## config.mk

```make
export PLATFORM = sky130hd
export DESIGN_NAME = tx_frame_serializer
export DESIGN_NICKNAME = d
export VERILOG_FILES = /design/src/rtl/tx_frame_serializer.sv
export SDC_FILE = /design/constraint.sdc
export NUM_CORES = 1
export LEC_CHECK = 0
export CAP_MARGIN = 30
export CORE_ASPECT_RATIO = 1.75
export CORE_MARGIN = 5
export CORE_UTILIZATION = 40
export DETAILED_ROUTE_END_ITERATION = 7
export PLACE_DENSITY = 0.65
export SLEW_MARGIN = 25
export SYNTH_ARGS = -nofsm -noshare
export SYNTH_HDL_FRONTEND = slang
export SYNTH_SLANG_ARGS = --single-unit
```

## constraint.sdc

```tcl
create_clock -name clk_sys -period 1.75 [get_ports clk_sys]
set_input_delay 0.175 -clock clk_sys [delete_from_list [all_inputs] [get_ports clk_sys]]
set_output_delay 0.175 -clock clk_sys [all_outputs]
set_load 0.05 [all_outputs]
```

## src/rtl/tx_frame_serializer.sv

```systemverilog
// tx_frame_serializer
//   Frames parallel payload words for the downstream Manchester encoder.
//   Each accepted word goes out as SYNC | DATA (| CRC-8), MSB first, over a
//   bit-serial valid/ready handshake.
//
//   Optional feature macro: TX_CRC_EN
//     Defined:   appends a CRC-8 (x^8+x^2+x+1, init 0x00) after the payload.
//     Undefined: the frame is SYNC | DATA only, and no CRC logic is built.
//
// Ports
//   clk_sys     in   system clock (single domain)
//   rst         in   synchronous, active-high reset
//   word_in     in   payload word [DATA_W-1:0]
//   word_valid  in   payload valid
//   word_ready  out  high in IDLE once out of reset
//   bit_out     out  serial bit toward the encoder bit_in
//   bit_valid   out  bit_out valid (high in every non-IDLE state)
//   bit_ready   in   encoder ready
//   busy        out  a frame is in progress
//   frame_done  out  one-cycle pulse in the IDLE cycle after the last bit
module tx_frame_serializer #(
  parameter int                DATA_W       = 16,
  parameter int                SYNC_W       = 8,
  parameter logic [SYNC_W-1:0] SYNC_PATTERN = 8'hA5
) (
  input  logic              clk_sys,
  input  logic              rst,
  input  logic [DATA_W-1:0] word_in,
  input  logic              word_valid,
  output logic              word_ready,
  output logic              bit_out,
  output logic              bit_valid,
  input  logic              bit_ready,
  output logic              busy,
  output logic              frame_done
);

  // The bit counter must index the widest field (sync, data or the 8-bit CRC).
  localparam int MAXW  = (DATA_W > SYNC_W) ? ((DATA_W > 8) ? DATA_W : 8)
                                           : ((SYNC_W > 8) ? SYNC_W : 8);
  localparam int CNT_W = $clog2(MAXW);

  typedef enum logic [1:0] {
    IDLE = 2'd0,
    SYNC = 2'd1,
`ifdef TX_CRC_EN
    CRC  = 2'd3,
`endif
    DATA = 2'd2
  } state_t;

  state_t             state_q, state_d;
  logic [CNT_W-1:0]   cnt_q, cnt_d;
  logic [DATA_W-1:0]  sh_q, sh_d;
  logic               done_q, done_d;
  // Holds word_ready low through reset and releases it on the first
  // cycle after rst is sampled low.
  logic               init_q;
  logic [SYNC_W-1:0]  sync_shr;

  // Shifting instead of part-selecting keeps the index width independent
  // of the field width.
  assign sync_shr = SYNC_PATTERN >> cnt_q;

`ifdef TX_CRC_EN
  logic [7:0] crc_q, crc_d;
  logic [7:0] crc_shr;
  assign crc_shr = crc_q >> cnt_q;

  function automatic logic [7:0] crc8_step(input logic [7:0] crc, input logic b);
    logic fb;
    fb = crc[7] ^ b;
    return {crc[6:0], 1'b0} ^ (fb ? 8'h07 : 8'h00);
  endfunction
`endif

  // Outputs decode registered state only; bit_ready/word_valid never reach them.
  assign word_ready = init_q && (state_q == IDLE);
  assign bit_valid  = (state_q != IDLE);
  assign busy       = (state_q != IDLE);
  assign frame_done = done_q;

  always_comb begin
    bit_out = 1'b0;
    case (state_q)
      SYNC:    bit_out = sync_shr[0];
      DATA:    bit_out = sh_q[DATA_W-1];
`ifdef TX_CRC_EN
      CRC:     bit_out = crc_shr[0];
`endif
      default: bit_out = 1'b0;
    endcase
  end

  // Next state. bit_valid is high in every non-IDLE state, so bit_ready
  // alone signals a transfer there.
  always_comb begin
    state_d = state_q;
    cnt_d   = cnt_q;
    sh_d    = sh_q;
    done_d  = 1'b0;
`ifdef TX_CRC_EN
    crc_d   = crc_q;
`endif
    case (state_q)
      IDLE: begin
        if (word_valid && word_ready) begin
          sh_d    = word_in;
          cnt_d   = CNT_W'(SYNC_W - 1);
`ifdef TX_CRC_EN
          crc_d   = 8'h00;
`endif
          state_d = SYNC;
        end
      end
      SYNC: begin
        if (bit_ready) begin
          if (cnt_q == '0) begin
            cnt_d   = CNT_W'(DATA_W - 1);
            state_d = DATA;
          end else begin
            cnt_d = cnt_q - CNT_W'(1);
          end
        end
      end
      DATA: begin
        if (bit_ready) begin
          sh_d  = {sh_q[DATA_W-2:0], 1'b0};
`ifdef TX_CRC_EN
          crc_d = crc8_step(crc_q, sh_q[DATA_W-1]);
`endif
          if (cnt_q == '0) begin
`ifdef TX_CRC_EN
            cnt_d   = CNT_W'(7);
            state_d = CRC;
`else
            state_d = IDLE;
            done_d  = 1'b1;
`endif
          end else begin
            cnt_d = cnt_q - CNT_W'(1);
          end
        end
      end
`ifdef TX_CRC_EN
      // CRC register is not updated here, so the sent value stays frozen.
      CRC: begin
        if (bit_ready) begin
          if (cnt_q == '0) begin
            state_d = IDLE;
            done_d  = 1'b1;
          end else begin
            cnt_d = cnt_q - CNT_W'(1);
          end
        end
      end
`endif
      default: state_d = IDLE;
    endcase
  end

  always_ff @(posedge clk_sys) begin
    if (rst) begin
      state_q <= IDLE;
      cnt_q   <= '0;
      sh_q    <= '0;
      done_q  <= 1'b0;
      init_q  <= 1'b0;
`ifdef TX_CRC_EN
      crc_q   <= 8'h00;
`endif
    end else begin
      state_q <= state_d;
      cnt_q   <= cnt_d;
      sh_q    <= sh_d;
      done_q  <= done_d;
      init_q  <= 1'b1;
`ifdef TX_CRC_EN
      crc_q   <= crc_d;
`endif
    end
  end

endmodule

```

==> flow_summary_export.csv, run 1 <==
group,metric,value,unit
outcome,status,"complete, but fails checks",
outcome,violations,"setup timing",
clocking,cts_tree,"yes",
sta,fin_skew,0.00602,ns
placed_design,dp_slack,-0.112,ns
sta,timing.fmax,565,MHz
worst_setup_path,critPathMaxFanout,7,
detailed_routing,wl,3.18,mm
finish,fin_nets,205,
synthesis,synth_top_area_share,37.8,%
clocking,cts-root-buf,"clkbuf_8",
clocking,cts.hold.buffers_added,0,
clocking,clk_path_buf_depth,2,
global_routing,grt_antenna_before_repair,0,
global_routing,gr-total-overflow,0,
clocking,clkSinkCount,24,
floorplan,die-height,84.6,microns
min_path,min-delay-start,"rst",
clocking,path_clk_slew,0.09,ns
detailed_routing,drcViolationCount,0,
placed_design,post-place-cells,209,
detailed_routing,viasPerCell,5.27,
sta,min_period,1.77,ns
floorplan,initial_core_util,40.9,%
finish,mostFrequentLayoutCells,"dfxtp_1 (20), clkdlybuf4s50_1 (20), nor2_1 (18)",
sta,drv_slew,0,
detailed_routing,antenna_left,0,
worst_setup_path,ff2ff_setup_slack,-0.02,ns
placed_design,portBuffers,24,
finish,drive_gt1_share,28.8,%
global_routing,grt_pass1_vias,1161,
synthesis,syn_nets,165,
global_routing,grt_pass1_wl,5.23,mm
floorplan,die_x,52.6,microns
worst_setup_path,reg2reg_to,"cnt_q[3]",
detailed_routing,vias,1159,
floorplan,io_pins,25,
floorplan,core-area,3110,sq um
clocking,cts_buffers,3,
synthesis,netlist_area,1270,sq um
pwr,leakagePower,0.700,nW
pwr,p_total,3.96,mW
synthesis,yosysWarnings,0,
finish,layout.cells.non_filler,220,
floorplan,placementRows,27,
synthesis,seq_area_frac_synth,37.8,%
synthesis,synth_cells,138,
clocking,clk_latency,0.27,ns
worst_setup_path,timing.rr.start,"state_q[1]",
detailed_routing,wire_per_inst,14.5,microns
worst_setup_path,endpoint_kind,"flip-flop",
sta,fin_crit_sh,101,%
min_path,hold_class,"input port to flip-flop",
detailed_routing,first_pass_iters,4,
detailed_routing,drt_iter0_markers,36,
sta,worstMarginPinSlew,0.495,ns
sta,fin_ws,-0.0191,ns
worst_setup_path,critical_path_required,1.97,ns
min_path,hold_end,"init_q",
flow_run,drv_cap,0,
worst_setup_path,worstSetupStartpointType,"flip-flop",
synthesis,synth_top_area_cell,"dfxtp_1",
worst_setup_path,crit_type,"flip-flop to flip-flop",
synthesis,synth_area_leaders,"dfxtp_1 (38%), mux2i_1 (13%), a211oi_1 (9.4%)",
min_path,min_path_cells,2,
worst_setup_path,arrival,1.99,ns
synthesis,synth_seq_cells,24,
finish,postLayoutCoreUtil,61.8,%
synthesis,syn_area_per_cell,9.22,sq um
worst_setup_path,r2r_cells,7,
sta,setup_violations,1,
synthesis,synth.distinct_cells,31,
finish,antenna_cells,0,
placed_design,place_congestion,0.886,
placed_design,place_area,1680,sq um
finish,syn_to_final_growth,50.9,%
floorplan,die_area,4450,sq um
global_routing,grt_max_degree,33,
pwr,vdd_drop_max,0.000999,V
clocking,cts_htree_levels,1,
sta,worst_slew_margin_rel,66.9,%
finish,fin_area,1920,sq um
sta,rsz0062_at_grt,"true",
placed_design,dp_hpwl,2.22,mm
pwr,powerDensity,2060,nW/um^2
sta,hold_violations,0,
global_routing,track_usage,15.2,%
## Yosys cell counts
master,count
dfxtp_1,24
nor2_1,18
mux2i_1,17
a211oi_1,16
inv_1,8
a21oi_1,7
ha_1,7
buf_2,4
nor3_1,4
a21o_1,3
a311oi_1,3
clkbuf_1,3
nand2b_1,3
o21ai_0,3
nor2b_1,2
a21bo_2,1
a21boi_1,1
a21oi_4,1
a22o_1,1
a31oi_1,1
a32oi_1,1
and2_1,1
buf_4,1
nand2_1,1
nand3_1,1
nand4b_1,1
nor4bb_1,1
or2_2,1
or3b_1,1
or3b_4,1
or4b_1,1
## cells by family after synthesis
| family | count (synthesis) | synth area share [%] |
|---|---|---|
| and+or+nand+nor | 36 | 14.8 |
| adders and majority gates | 7 | 6.88 |
| muxes | 17 | 13.4 |
| DFF | 24 | 37.8 |
| buffers and inverters | 16 | 5.41 |
| AOI/OAI and AO/OA | 38 | 21.7 |
## worst max-delay path, stage by stage (launching register included)
cell     delay [ns]
dfxtp_2        0.34
buf_4          0.14
ha_4           0.17
or3b_4         0.38
a21oi_4        0.24
buf_6          0.14
mux2i_1        0.18
a22o_1         0.14
## worst max-delay path by stage
stage / to / from
after floorplan: bit_out / state_q[0]
after global placement: cnt_q[2] / state_q[0]
after detailed placement: cnt_q[2] / state_q[0]
after CTS: bit_out / cnt_q[0]
after global routing: cnt_q[3] / state_q[1]
final: cnt_q[3] / state_q[1]
## cell type report
| type | instances | area [sq um] |
|---|---|---|
| Clock buffer | 3 | 41.3 |
| Clock inverter | 1 | 30.0 |
| Fill cell | 283 | 1190 |
| Inverter | 8 | 32.5 |
| Multi-Input combinational cell | 98 | 832 |
| Sequential cell | 24 | 488 |
| Tap cell | 43 | 53.8 |
| Timing Repair Buffer | 43 | 443 |
## power by group
group          internal [mW]  switching [mW]  leakage (nW)
clock                  0.306           0.179        0.0357
sequential             0.803           0.184         0.200
combinational           1.27            1.21         0.464
## sequential cells by signal (all words and copies together), names as in the netlist
signal	flops
cnt_q	4
init_q	1
sh_q	16
frame_done	1
state_q	2
## routing by layer
layer  vias up  GRT usage [%]  wire, microns
met3         4           3.02             96
met1       553           16.9           1280
met4         0           6.74             38
li1        576              -              -
met2        26           26.5           1760
met5         -              0              0
## through the flow
step,setup TNS [ns],hold slack (ns)
finish,-0.0191,0.454
global route,-0.290,0.469
detailed placement,-0.149,0.473
CTS,-0.0378,0.447
global placement,0,0.457
floorplan,0,0.247
## what timing repair did
| item | in CTS | in global routing |
|---|---|---|
| setup endpoints to repair | 5 | 6 |
| pin swaps | 5 | 5 |
| gates resized for setup | 13 | 16 |
| buffers inserted | 4 | 3 |
Power figures use the tool's default switching activity.
==> run 2: changes to the inputs <==
Settings changed: HOLD_SLACK_MARGIN from default to 0.15.
==> results of run 2 <==
The final DEF is identical to that of run 1; final timing and power are the same.
==> run 3: changes to the inputs <==
Settings changed: CORE_ASPECT_RATIO 1.75 to 1.4, PLACE_DENSITY 0.65 to 0.62.
Clock period 1.75 ns to 2 ns, I/O delays scaled along.
==> run 3 against run 2 <==
  * The run now ends clean
  * Power is 32% lower
  * Global-route usage is 2.0 points lower
  * Count of clock-buffer cells in the layout is 1 higher
  * Largest cell class unchanged
==> flow_summary_export.csv, run 3 (synthesis results as in run 1) <==
group,metric,value,unit
outcome,status,"completed",
finish,regMostFlops,"sh_q",
sta,fin_crit_sh,93.7,%
finish,nFillCells,285,
worst_setup_path,critPathMaxStageDelay,0.41,ns
pwr,leakagePower,0.595,nW
placed_design,dp_hpwl,2.09,mm
pwr,vdd_drop_max,0.000749,V
global_routing,gr-total-overflow,0,
finish,mostFrequentLayoutCells,"dfxtp_1 (22), clkdlybuf4s50_1 (20), nor2_1 (18)",
detailed_routing,wl,2.82,mm
sta,min_period,1.87,ns
sta,worstMarginPinSlew,0.498,ns
pwr,p_comb_share,56.9,%
finish,fin_nets,191,
detailed_routing,wire_per_inst,13.9,microns
global_routing,grt_antenna_before_repair,0,
floorplan,core-area,3090,sq um
worst_setup_path,endpoint_kind,"flip-flop",
worst_setup_path,ff2ff_setup_slack,0.13,ns
worst_setup_path,critical_path_required,2.21,ns
clocking,cts_tree,"yes",
min_path,hold_class,"input port to flip-flop",
detailed_routing,viasPerCell,5.24,
pwr,switchingPower,1.15,mW
sta,rsz0062_at_grt,"false",
clocking,cts_htree_levels,1,
detailed_routing,vias,1058,
detailed_routing,drt_iter0_markers,29,
worst_setup_path,startpoint,"state_q[0]",
finish,layout.cells.non_filler,202,
floorplan,die-height,76.7,microns
global_routing,grt_pass1_wl,4.66,mm
worst_setup_path,arrival,2.09,ns
finish,final_common_cell,"dfxtp_1",
floorplan,placementRows,24,
flow_run,drv_cap,0,
clocking,clkSinkCount,24,
worst_setup_path,crit_type,"flip-flop to flip-flop",
clocking,cts.hold.buffers_added,0,
floorplan,die_x,57.7,microns
finish,drive_gt1_share,14.1,%
finish,largest_reg_flops,16,
worst_setup_path,cpMaxStageDelayCell,"or3b_4",
sta,fin_skew,0.00789,ns
sta,drv_slew,0,
pwr,p_sw_share,42.6,%
worst_setup_path,worstSetupStartpointType,"flip-flop",
placed_design,post-place-cells,197,
clocking,cts_buffers,3,
global_routing,track_usage,13.1,%
placed_design,place_congestion,0.801,
finish,postLayoutCoreUtil,53.2,%
detailed_routing,first_pass_iters,4,
pwr,powerDensity,1650,nW/um^2
floorplan,initial_core_util,41.1,%
clocking,clk_path_buf_depth,2,
sta,timing.fmax,533,MHz
worst_setup_path,timing.rr.start,"state_q[0]",
finish,antenna_cells,0,
floorplan,die_area,4430,sq um
sta,setup-tns-final,0,ns
pwr,p_int,1.55,mW
sta,setup_violations,0,
floorplan,io_pins,25,
detailed_routing,antenna_left,0,
detailed_routing,drcViolationCount,0,
pwr,power_frac_seq,31.1,%
worst_setup_path,r2r_cells,7,
clocking,clk_latency,0.26,ns
worst_setup_path,reg2reg_to,"cnt_q[3]",
finish,top_regs,"sh_q: 16 flops, cnt_q: 4 flops, state_q: 2 flops",
worst_setup_path,cp_cell_sequence,"inv_1, ha_1, or3b_4, a21oi_4, buf_4, mux2i_1, a22o_1",
sta,worst_slew_margin_rel,66.7,%
clocking,cts-root-buf,"clkbuf_8",
pwr,power_frac_clock,12.0,%
finish,syn_to_final_growth,29.2,%
placed_design,portBuffers,24,
global_routing,grt_max_degree,32,
worst_setup_path,crit_end,"cnt_q[3]",
global_routing,grt_pass1_vias,1091,
clocking,path_clk_slew,0.09,ns
worst_setup_path,critPathMaxFanout,7,
sta,hold_violations,0,
## run 3: worst max-delay path, delay by kind of cell, from the launching register on
| kind | cells | cell delay (ns) |
|---|---|---|
| compound gates | 2 | 0.38 |
| fa+ha+maj | 1 | 0.25 |
| buf+inv | 2 | 0.28 |
| flops | 1 | 0.34 |
| mux | 1 | 0.17 |
| simple gates | 1 | 0.41 |
## run 3: per-stage QoR
stage / hold slack, ns / total power [mW] / setup slack (ns) / area, sq um
4_1_cts: 0.461 / 2.68 / 0.0583 / 1630
3_3_place_gp: 0.460 / 2.30 / 0.231 / 1570
6_report: 0.457 / 2.70 / 0.125 / 1640
3_5_place_dp: 0.474 / 2.35 / 0.166 / 1570
5_1_grt: 0.481 / 2.92 / 0.0118 / 1640
2_1_floorplan: 0.272 / 1.96 / 0.148 / 1270
## run 3: area by class of cell
| cell class | count | area [sq um] | area share (%) |
|---|---|---|---|
| clock buffers | 4 | 55.1 | 3.35 |
| inverters | 8 | 30.0 | 1.83 |
| multi-input cells | 98 | 734 | 44.7 |
| flip-flops and latches | 24 | 483 | 29.4 |
| well taps | 39 | 48.8 | 2.97 |
| repair buffers | 29 | 293 | 17.8 |
## run 3: metal layers
| layer | routed length (microns) | track usage [%] |
|---|---|---|
| met5 | 0 | 0 |
| met4 | 37 | 6.03 |
| met3 | 99 | 2.18 |
| met2 | 1450 | 23.1 |
| met1 | 1230 | 14.9 |
## run 3: worst min path at each step
stage / from / to / cells past startpoint
2_1_floorplan: rst / cnt_q[1] / 1
3_3_place_gp: sh_q[0] / sh_q[0] / 2
3_5_place_dp: sh_q[0] / sh_q[0] / 2
4_1_cts: rst / init_q / 2
5_1_grt: rst / init_q / 2
6_report: rst / init_q / 2
## run 3: power groups by stage
stage / Combinational, mW / Sequential, mW / Clock [mW]
finish: 1.54 / 0.843 / 0.324
global route: 1.69 / 0.872 / 0.358
CTS: 1.51 / 0.835 / 0.336
detailed placement: 1.50 / 0.846 / 0
global placement: 1.46 / 0.833 / 0
floorplan: 1.15 / 0.805 / 0
## run 3: what timing repair did
action,CTS,global route
endpoints found under the setup margin,0,3
buffers inserted,0,1
gates resized for setup,0,4
